[config.mk]
export PLATFORM = sky130hd
export DESIGN_NAME = add_round_key
export DESIGN_NICKNAME = d
export VERILOG_FILES = /design/src/rtl/add_round_key.sv
export SDC_FILE = /design/constraint.sdc
export NUM_CORES = 1
export LEC_CHECK = 0
export CAP_MARGIN = 25
export CELL_PAD_IN_SITES_DETAIL_PLACEMENT = 0
export CELL_PAD_IN_SITES_GLOBAL_PLACEMENT = 1
export CORE_AREA = 2 2 149 151
export DETAILED_ROUTE_END_ITERATION = 10
export DIE_AREA = 0 0 151 153
export PLACE_DENSITY_LB_ADDON = 0.1
export SETUP_SLACK_MARGIN = 0.3
export SLEW_MARGIN = 20
export SYNTH_ARGS = -nofsm -noshare
export SYNTH_HDL_FRONTEND = slang
export SYNTH_SLANG_ARGS = --single-unit
[constraint.sdc]
create_clock -name vclk -period 1.1
set_clock_uncertainty 0.15 [all_clocks]
set_input_delay 0.22 -clock vclk [all_inputs]
set_output_delay 0.22 -clock vclk [all_outputs]
set_load 0.1 [all_outputs]
[src/rtl/add_round_key.sv]
// add_round_key: AES AddRoundKey stage, out = in ^ key over the 128-bit state.
// The XOR is its own inverse, so the same block serves encrypt and decrypt.
// Byte order is column-major (byte 0 = row 0, column 0). No byte is reordered.
// Optional output register: define ADD_ROUND_KEY_PIPELINE_EN.
//   Undefined (default): purely combinational, zero latency, clock/reset unused.
//   Defined: one-cycle latency, out holds while validIn is low, async reset.
module add_round_key (
    input  logic         clock,
    input  logic         reset,
    input  logic         validIn,
    input  logic [127:0] in,
    input  logic [127:0] key,
    output logic         validOut,
    output logic [127:0] out
);

    // Bitwise key mixing; no carries, no byte permutation.
    function automatic logic [127:0] xor_key(input logic [127:0] state,
                                             input logic [127:0] round_key);
        xor_key = state ^ round_key;
    endfunction

    logic [127:0] mixed_s;

    // Mix the key only for qualified data; otherwise pass the state through.
    always_comb begin
        mixed_s = in;
        if (validIn) begin
            mixed_s = xor_key(in, key);
        end else begin
            mixed_s = in;
        end
    end

`ifdef ADD_ROUND_KEY_PIPELINE_EN

    logic [127:0] out_d;
    logic [127:0] out_q;
    logic         valid_d;
    logic         valid_q;

    // Next-state: capture a new result on valid data, otherwise hold the last one.
    always_comb begin
        out_d   = out_q;
        valid_d = 1'b0;
        if (validIn) begin
            out_d   = mixed_s;
            valid_d = 1'b1;
        end else begin
            out_d   = out_q;
            valid_d = 1'b0;
        end
    end

    // Output register; reset clears any in-flight result immediately.
    always_ff @(posedge clock or posedge reset) begin
        if (reset) begin
            out_q   <= 128'h0;
            valid_q <= 1'b0;
        end else begin
            out_q   <= out_d;
            valid_q <= valid_d;
        end
    end

    assign out      = out_q;
    assign validOut = valid_q;

`else

    // Clock and reset are only meaningful with the output register present.
    logic unused_clk_rst_s;
    assign unused_clk_rst_s = clock ^ reset;

    assign out      = mixed_s;
    assign validOut = validIn;

`endif

endmodule

==> results.json, run 1 <==
{
  "status": "finished, violations left",
  "violations": "setup timing",
  "instances_no_fill": 963,
  "seq_cells": 0,
  "yosysUniqueCellTypes": 4,
  "syn_area_um2": 1760,
  "grt_usage": 0.137,
  "ios": 388,
  "fin_crit_ns": 1.45,
  "yosys-top-cells-area": "xnor2_1 (64%), nand2_1 (27%), buf_6 (8.3%)",
  "port_buffers": 386,
  "finalWorstSetupSlack_ns": -0.351,
  "holdCritPathClass": "input pin to output port",
  "place_inst": 930,
  "cpPeakStageDelay_ns": 0.21,
  "syn_nets": 530,
  "drt.antenna.violating_nets": 0,
  "p_leak_nw": 4.82,
  "via_count": 3461,
  "grt_setup_unrepaired": "yes",
  "cp_slowest_cell": "clkbuf_16",
  "place_congestion": 0.793,
  "post_dp_cell_area_um2": 9810,
  "hold_viol_final": 0,
  "synth_top_area_frac": 0.636,
  "avgSynthCellArea_um2": 6.51,
  "num-fill-cells": 1846,
  "clock_buffers": 0,
  "syn_inst": 271,
  "power_density_nw_per_um2": 845,
  "regArea_um2": 0,
  "grt_max_degree": 19,
  "drive_gt1_frac": 0.621,
  "rows": 54,
  "first_pass_iters": 2,
  "initial_core_util": 0.0821,
  "tightestPinTransition_ns": 0.261,
  "min_from": "in[28]",
  "syn_to_final_growth_pct": 536,
  "yosysWarnings": 0,
  "cp-end-kind": "output port",
  "crit_chain": "buf_16, clkbuf_16, nand2_2, xnor2_4, buf_12",
  "die-width_um": 151,
  "drc": 0,
  "die_area_um2": 23100,
  "multi_input_area_um2": 5280,
  "fin_area_um2": 11200,
  "path_class": "input pin to output port",
  "maxCapViolCount": 0,
  "slew_headroom": 0.826,
  "wl_mm": 16.8,
  "crit_cells": 5,
  "finalMaxSlewViolations": 0,
  "max_freq_mhz": 689,
  "crit_end": "out[83]",
  "grt_pass1_wl_mm": 24.1,
  "dp_hpwl_mm": 14.1,
  "die_y_um": 153,
  "cts_hold_buf": 0,
  "yosysTopAreaCell": "xnor2_1",
  "ys_seq_area_frac": 0,
  "coreArea_um2": 21500,
  "cpLargestDelayFamily": "buffers and inverters",
  "p_total_mw": 9.48,
  "cp-startpoint": "validIn",
  "grt_pass1_vias": 3930,
  "cp.buffers_inverters": 3,
  "required_ns": 0.73,
  "arrival_ns": 1.08,
  "drt_iter0_markers": 35,
  "wl_per_cell_um": 17.5,
  "setup_viol_count_final": 129,
  "nNetsFinal": 933,
  "crit_path_max_fanout": 8,
  "fin_crit_sh": 1.32,
  "grt_overflow": 0,
  "vias_per_cell": 3.59,
  "antenna_found_initial": 10,
  "worstSetupStartpointType": "input pin",
  "ir_drop_mv": 0.434
}
==> synthesized netlist by cell type <==
cell type,count
nand2_1,128
xnor2_1,128
buf_6,13
buf_4,2
==> layout by cell type, fill, tap and decap left out <==
cell	count
clkbuf_16	7
nand2_2	29
buf_16	13
buf_12	137
diode_2	11
nand2_8	53
clkdlybuf4s15_1	6
nand2_4	46
dlygate4sd2_1	249
xnor2_4	128
clkdlybuf4s15_2	1
buf_4	1
buf_6	2
==> where the power goes <==
group / switching (mW) / internal (mW)
combinational: 5.57 / 3.91
sequential: 0 / 0
clock: 0 / 0.00000134
total: 5.57 / 3.91
==> metrics by stage <==
stage / hold WS [ns] / TNS, ns / worst slack (ns) / util
3_3_place_gp: 0.784 / -57.85 / -0.554 / 0.457
3_5_place_dp: 0.792 / -59.25 / -0.531 / 0.457
5_1_grt: 0.788 / -42.03 / -0.391 / 0.522
6_report: 0.774 / -37.56 / -0.351 / 0.522
2_1_floorplan: 0.452 / -56.88 / -0.760 / -
4_1_cts: 0.777 / -39.38 / -0.381 / 0.472
==> how the worst min path moves through the flow <==
stage                     slack, ns        to  cells after the start
after floorplan                0.45  validOut                      1
after CTS                      0.78   out[28]                      3
after global placement         0.78   out[34]                      4
final                          0.77   out[28]                      3
after global routing           0.79   out[28]                      3
after detailed placement       0.79   out[34]                      4
==> per-layer routing <==
metal	vias to the layer above	track usage	wire length, um
li1	1634	-	-
met1	1600	0.131	4760
met2	220	0.285	10100
met3	7	0.0472	1870
met4	0	0.0125	104
met5	-	0	0
==> kinds of logic (layout without fill, tap and decap cells) <==
family	Yosys count	count (layout)	synth area share
buffers and inverters	15	416	0.0916
and+or+nand+nor	128	128	0.273
other	0	11	0
xor gates and xnor gates	128	128	0.636
==> cell type report <==
type / count / area share
timing repair buffer: 416 / 0.495
multi-input combinational: 256 / 0.471
tap: 280 / 0.0312
antenna: 11 / 0.00245
==> repair_timing <==
item,4_1_cts,5_1_grt
gates resized for setup,373,129
pin swaps,226,110
gates cloned,8,7
setup buffers,5,2
setup endpoints to repair,129,129
(Power assumes the default switching activity.)
==> run 2, diff against run 1 <==
Settings changed: ABC_CLOCK_PERIOD_IN_PS set to 1100, SETUP_SLACK_MARGIN 0.3 to 0.2.
==> run 2 against run 1 <==
Non-clock buffer count shrank 2. Count of clock-buffer cells in the layout unchanged. Design area shrank 2.2%. The run still ends with setup timing left. Combinational power is 1% lower. Via count shrank 1.3%. Utilization shrank 1.1 points. Setup slack better by 0.029 ns. Sequential cell count unchanged. Die area stayed put. First-iteration DRC count down 37%. Largest power group unchanged. Total power is 1.1% lower. Critical endpoint is now out[81].
==> results.json, run 2 (same netlist as run 1, synthesis figures left out) <==
{
  "rows": 54,
  "grt_overflow": 0,
  "clock_power_share": 0,
  "coreArea_um2": 21500,
  "crit_path_max_fanout": 8,
  "cp-end-kind": "output port",
  "place_congestion": 0.750,
  "pre_cts_slack_ns": -0.530,
  "multi_input_area_um2": 5160,
  "ios": 388,
  "drc": 0,
  "regArea_um2": 0,
  "max_freq_mhz": 703,
  "die_area_um2": 23100,
  "required_ns": 0.73,
  "grt_pass1_vias": 3823,
  "final_util": 0.511,
  "wl_mm": 16.7,
  "fin_crit_sh": 1.29,
  "drive_gt1_frac": 0.619,
  "mostFrequentLayoutCells": "dlygate4sd2_1 (252), buf_12 (132), xnor2_4 (127)",
  "syn_to_final_growth_pct": 522,
  "die-width_um": 151,
  "drt.antenna.violating_nets": 0,
  "grt_setup_unrepaired": "yes",
  "hold_viol_final": 0,
  "fin_area_um2": 11000,
  "slew_headroom": 0.854,
  "violations": "setup timing",
  "tightestPinTransition_ns": 0.220,
  "p_comb_frac": 1.000,
  "worstSetupStartpointType": "input pin",
  "ir_drop_mv": 0.394,
  "p_int_mw": 3.85,
  "grt_max_degree": 20,
  "fin_crit_ns": 1.42,
  "finalWorstSetupSlack_ns": -0.322,
  "power.switching_mw": 5.52,
  "initial_core_util": 0.0821,
  "nNetsFinal": 931,
  "p_leak_nw": 4.70,
  "p_seq_frac": 0,
  "drt_iter0_markers": 22,
  "power_density_nw_per_um2": 854,
  "final_common_cell": "dlygate4sd2_1",
  "arrival_ns": 1.05,
  "hold_slack_ns": 0.738,
  "seq_cells": 0,
  "swShare": 0.589,
  "die_y_um": 153,
  "antenna_found_initial": 8,
  "status": "finished, violations left",
  "dp_hpwl_mm": 13.9,
  "setup_viol_count_final": 129,
  "path_class": "input pin to output port",
  "place_inst": 931,
  "first_pass_iters": 4,
  "wl_per_cell_um": 17.5,
  "num-fill-cells": 1917,
  "tns_ns": -34.48,
  "maxCapViolCount": 0,
  "grt_pass1_wl_mm": 23.4,
  "instances_no_fill": 957,
  "finalMaxSlewViolations": 0,
  "post_dp_cell_area_um2": 9810,
  "p_total_mw": 9.37,
  "holdCritPathClass": "input pin to output port",
  "port_buffers": 386,
  "grt_usage": 0.133,
  "clock_buffers": 0,
  "via_count": 3415,
  "vias_per_cell": 3.57
}
## run 2: cell types whose count changed in the layout (fill, tap and decap cells not counted), sizes merged
cell           delta
clkbuf            +2
buf               -3
diode             -4
clkdlybuf4s15     -4
dlygate4sd2       +3
## run 2: cell type report
class / instances / share of cell area
repair buffers: 414 / 0.497
multi-input cells: 256 / 0.470
well taps: 280 / 0.0319
diodes: 7 / 0.00160
## run 2: worst paths after layout
check	start	end	slack (ns)	depth (start not counted)
worst min-delay path	key[122]	out[122]	0.74	4
worst max-delay path	validIn	out[81]	-0.32	5
## run 2: timing repair
| action | 4_1_cts | 5_1_grt |
|---|---|---|
| endpoints found under the hold margin | 0 | 0 |
| pin swaps | 235 | 91 |
| gates resized for setup | 400 | 79 |
| setup buffers | 4 | 0 |
| cloned | 6 | 9 |
| setup endpoints to repair | 129 | 129 |
| hold buffers | 0 | 0 |
## run 2: critical path: stages
cell       delay [ns]
buf_16           0.13
clkbuf_16        0.21
nand2_2          0.10
xnor2_4          0.18
buf_12           0.19
## run 2: metal layers
| metal | track usage | vias up | routed length [um] |
|---|---|---|---|
| met5 | 0 | - | 27 |
| met4 | 0.0102 | 4 | 11 |
| met3 | 0.0466 | 4 | 1850 |
| met2 | 0.275 | 206 | 9920 |
| met1 | 0.128 | 1584 | 4920 |
| li1 | - | 1617 | - |
## run 2: power by group through the flow
| stage | clock network [mW] | registers, mW | logic, mW |
|---|---|---|---|
| 6_report | 0.000000854 | 0 | 9.37 |
| 5_1_grt | 0.000000731 | 0 | 9.63 |
| 4_1_cts | 0 | 0 | 9.16 |
| 3_5_place_dp | 0 | 0 | 9.12 |
| 3_3_place_gp | 0 | 0 | 9.07 |
| 2_1_floorplan | 0 | 0 | 5.45 |
==> run 3, diff against run 2 <==
Settings changed: ABC_CLOCK_PERIOD_IN_PS 1100 to 1450, SLEW_MARGIN 20 to 5.
Clock period 1.1 ns to 1.45 ns, I/O delays scaled along.
==> run 3 against run 2 <==
Design area decreased by 1.5%. Largest cell class unchanged. Die area unchanged. Critical path type unchanged. The flow still finishes with violations (setup timing). Combinational power down 25%. First-iteration DRC count increased by 41%. Setup slack better by 0.21 ns. Cell count down 0.21%.
==> results.json, run 3 (same netlist as run 1, synthesis figures left out) <==
{
  "via_count": 3415,
  "place_inst": 932,
  "status": "finished, violations left",
  "drc": 0,
  "drt_iter0_markers": 31,
  "multi_input_area_um2": 4990,
  "final_util": 0.503,
  "first_pass_iters": 3,
  "arrival_ns": 1.12,
  "seq_cells": 0,
  "die-width_um": 151,
  "cp.buffers_inverters": 4,
  "cp_slowest_cell": "xnor2_4",
  "place_congestion": 0.758,
  "drive_gt1_frac": 0.623,
  "tns_ns": -6.97,
  "cts_hold_buf": 0,
  "p_total_mw": 7.05,
  "violations": "setup timing",
  "worstSetupStartpointType": "input pin",
  "dp_hpwl_mm": 13.9,
  "clock_buffers": 0,
  "cpPeakStageDelay_ns": 0.19,
  "maxCapViolCount": 0,
  "grt_pass1_vias": 3882,
  "power_density_nw_per_um2": 652,
  "max_freq_mhz": 642,
  "finalMaxSlewViolations": 0,
  "crit_chain": "buf_16, buf_12, buf_16, nand2_4, xnor2_4, buf_12",
  "vias_per_cell": 3.58,
  "grt_overflow": 0,
  "die_area_um2": 23100,
  "die_y_um": 153,
  "p_leak_nw": 4.65,
  "coreArea_um2": 21500,
  "ir_drop_mv": 0.342,
  "grt_max_degree": 22,
  "setup_viol_count_final": 114,
  "num-fill-cells": 1902,
  "regArea_um2": 0,
  "crit_path_max_fanout": 7,
  "grt_setup_unrepaired": "yes",
  "syn_to_final_growth_pct": 513,
  "fin_crit_ns": 1.56,
  "port_buffers": 386,
  "wl_per_cell_um": 16.6,
  "antenna_found_initial": 7,
  "grt_usage": 0.136,
  "final_common_cell": "dlygate4sd2_1",
  "path_class": "input pin to output port",
  "slew_headroom": 0.845,
  "hold_viol_final": 0,
  "drt.antenna.violating_nets": 0,
  "rows": 54,
  "nNetsFinal": 929,
  "ios": 388,
  "grt_pass1_wl_mm": 24.0,
  "tightestPinTransition_ns": 0.233,
  "cp-end-kind": "output port",
  "required_ns": 1.01,
  "holdCritPathClass": "input pin to output port",
  "wl_mm": 15.9,
  "mostFrequentLayoutCells": "dlygate4sd2_1 (242), buf_12 (138), xnor2_4 (128)",
  "instances_no_fill": 955,
  "pre_cts_slack_ns": -0.294,
  "initial_core_util": 0.0821,
  "fin_crit_sh": 1.07,
  "cpLargestDelayFamily": "buffers and inverters",
  "finalWorstSetupSlack_ns": -0.108
}
-- run 3: tightest hold or removal path, delay by kind of cell --
family                 cells  cell delay, ns
buffers and inverters      2            0.28
XOR/XNOR                   1            0.08
AND/OR/NAND/NOR            1            0.09
-- run 3: final timing paths --
kind                     from       to  cells past startpoint
worst max-delay path  validIn  out[30]                      6
worst min-delay path  key[65]  out[65]                      4
-- run 3: routing by layer --
layer	GRT usage	routed length [um]	vias up	part of all wire
met5	0	9	-	0.00057
met4	0.00890	34	2	0.0021
li1	-	-	1618	-
met1	0.136	4620	1581	0.29
met2	0.277	9460	210	0.60
met3	0.0436	1760	4	0.11
-- run 3: power by group --
group | internal, mW | leakage (nW) | switching (mW) | total, mW
Clock | 0.000000647 | 0.0000444 | 0 | 0.000000647
Combinational | 2.91 | 4.65 | 4.14 | 7.05
Sequential | 0 | 0 | 0 | 0
-- run 3: final cells by class --
type               count  share of cell area
diodes                 7             0.00162
multi-input cells    256               0.462
well taps            280              0.0324
repair buffers       412               0.504
-- run 3: what timing repair did --
item	4_1_cts	5_1_grt
pin swaps	239	61
setup buffers	6	0
gates resized for setup	444	21
endpoints found under the setup margin	129	128
gates cloned	9	1
-- run 3: through the flow --
stage          instance area, um^2  hold slack (ns)
2_1_floorplan                 4400            0.631
3_3_place_gp                  9850            0.937
3_5_place_dp                  9850            0.939
4_1_cts                      10600            0.896
5_1_grt                      10800            0.898
6_report                     10800            0.882
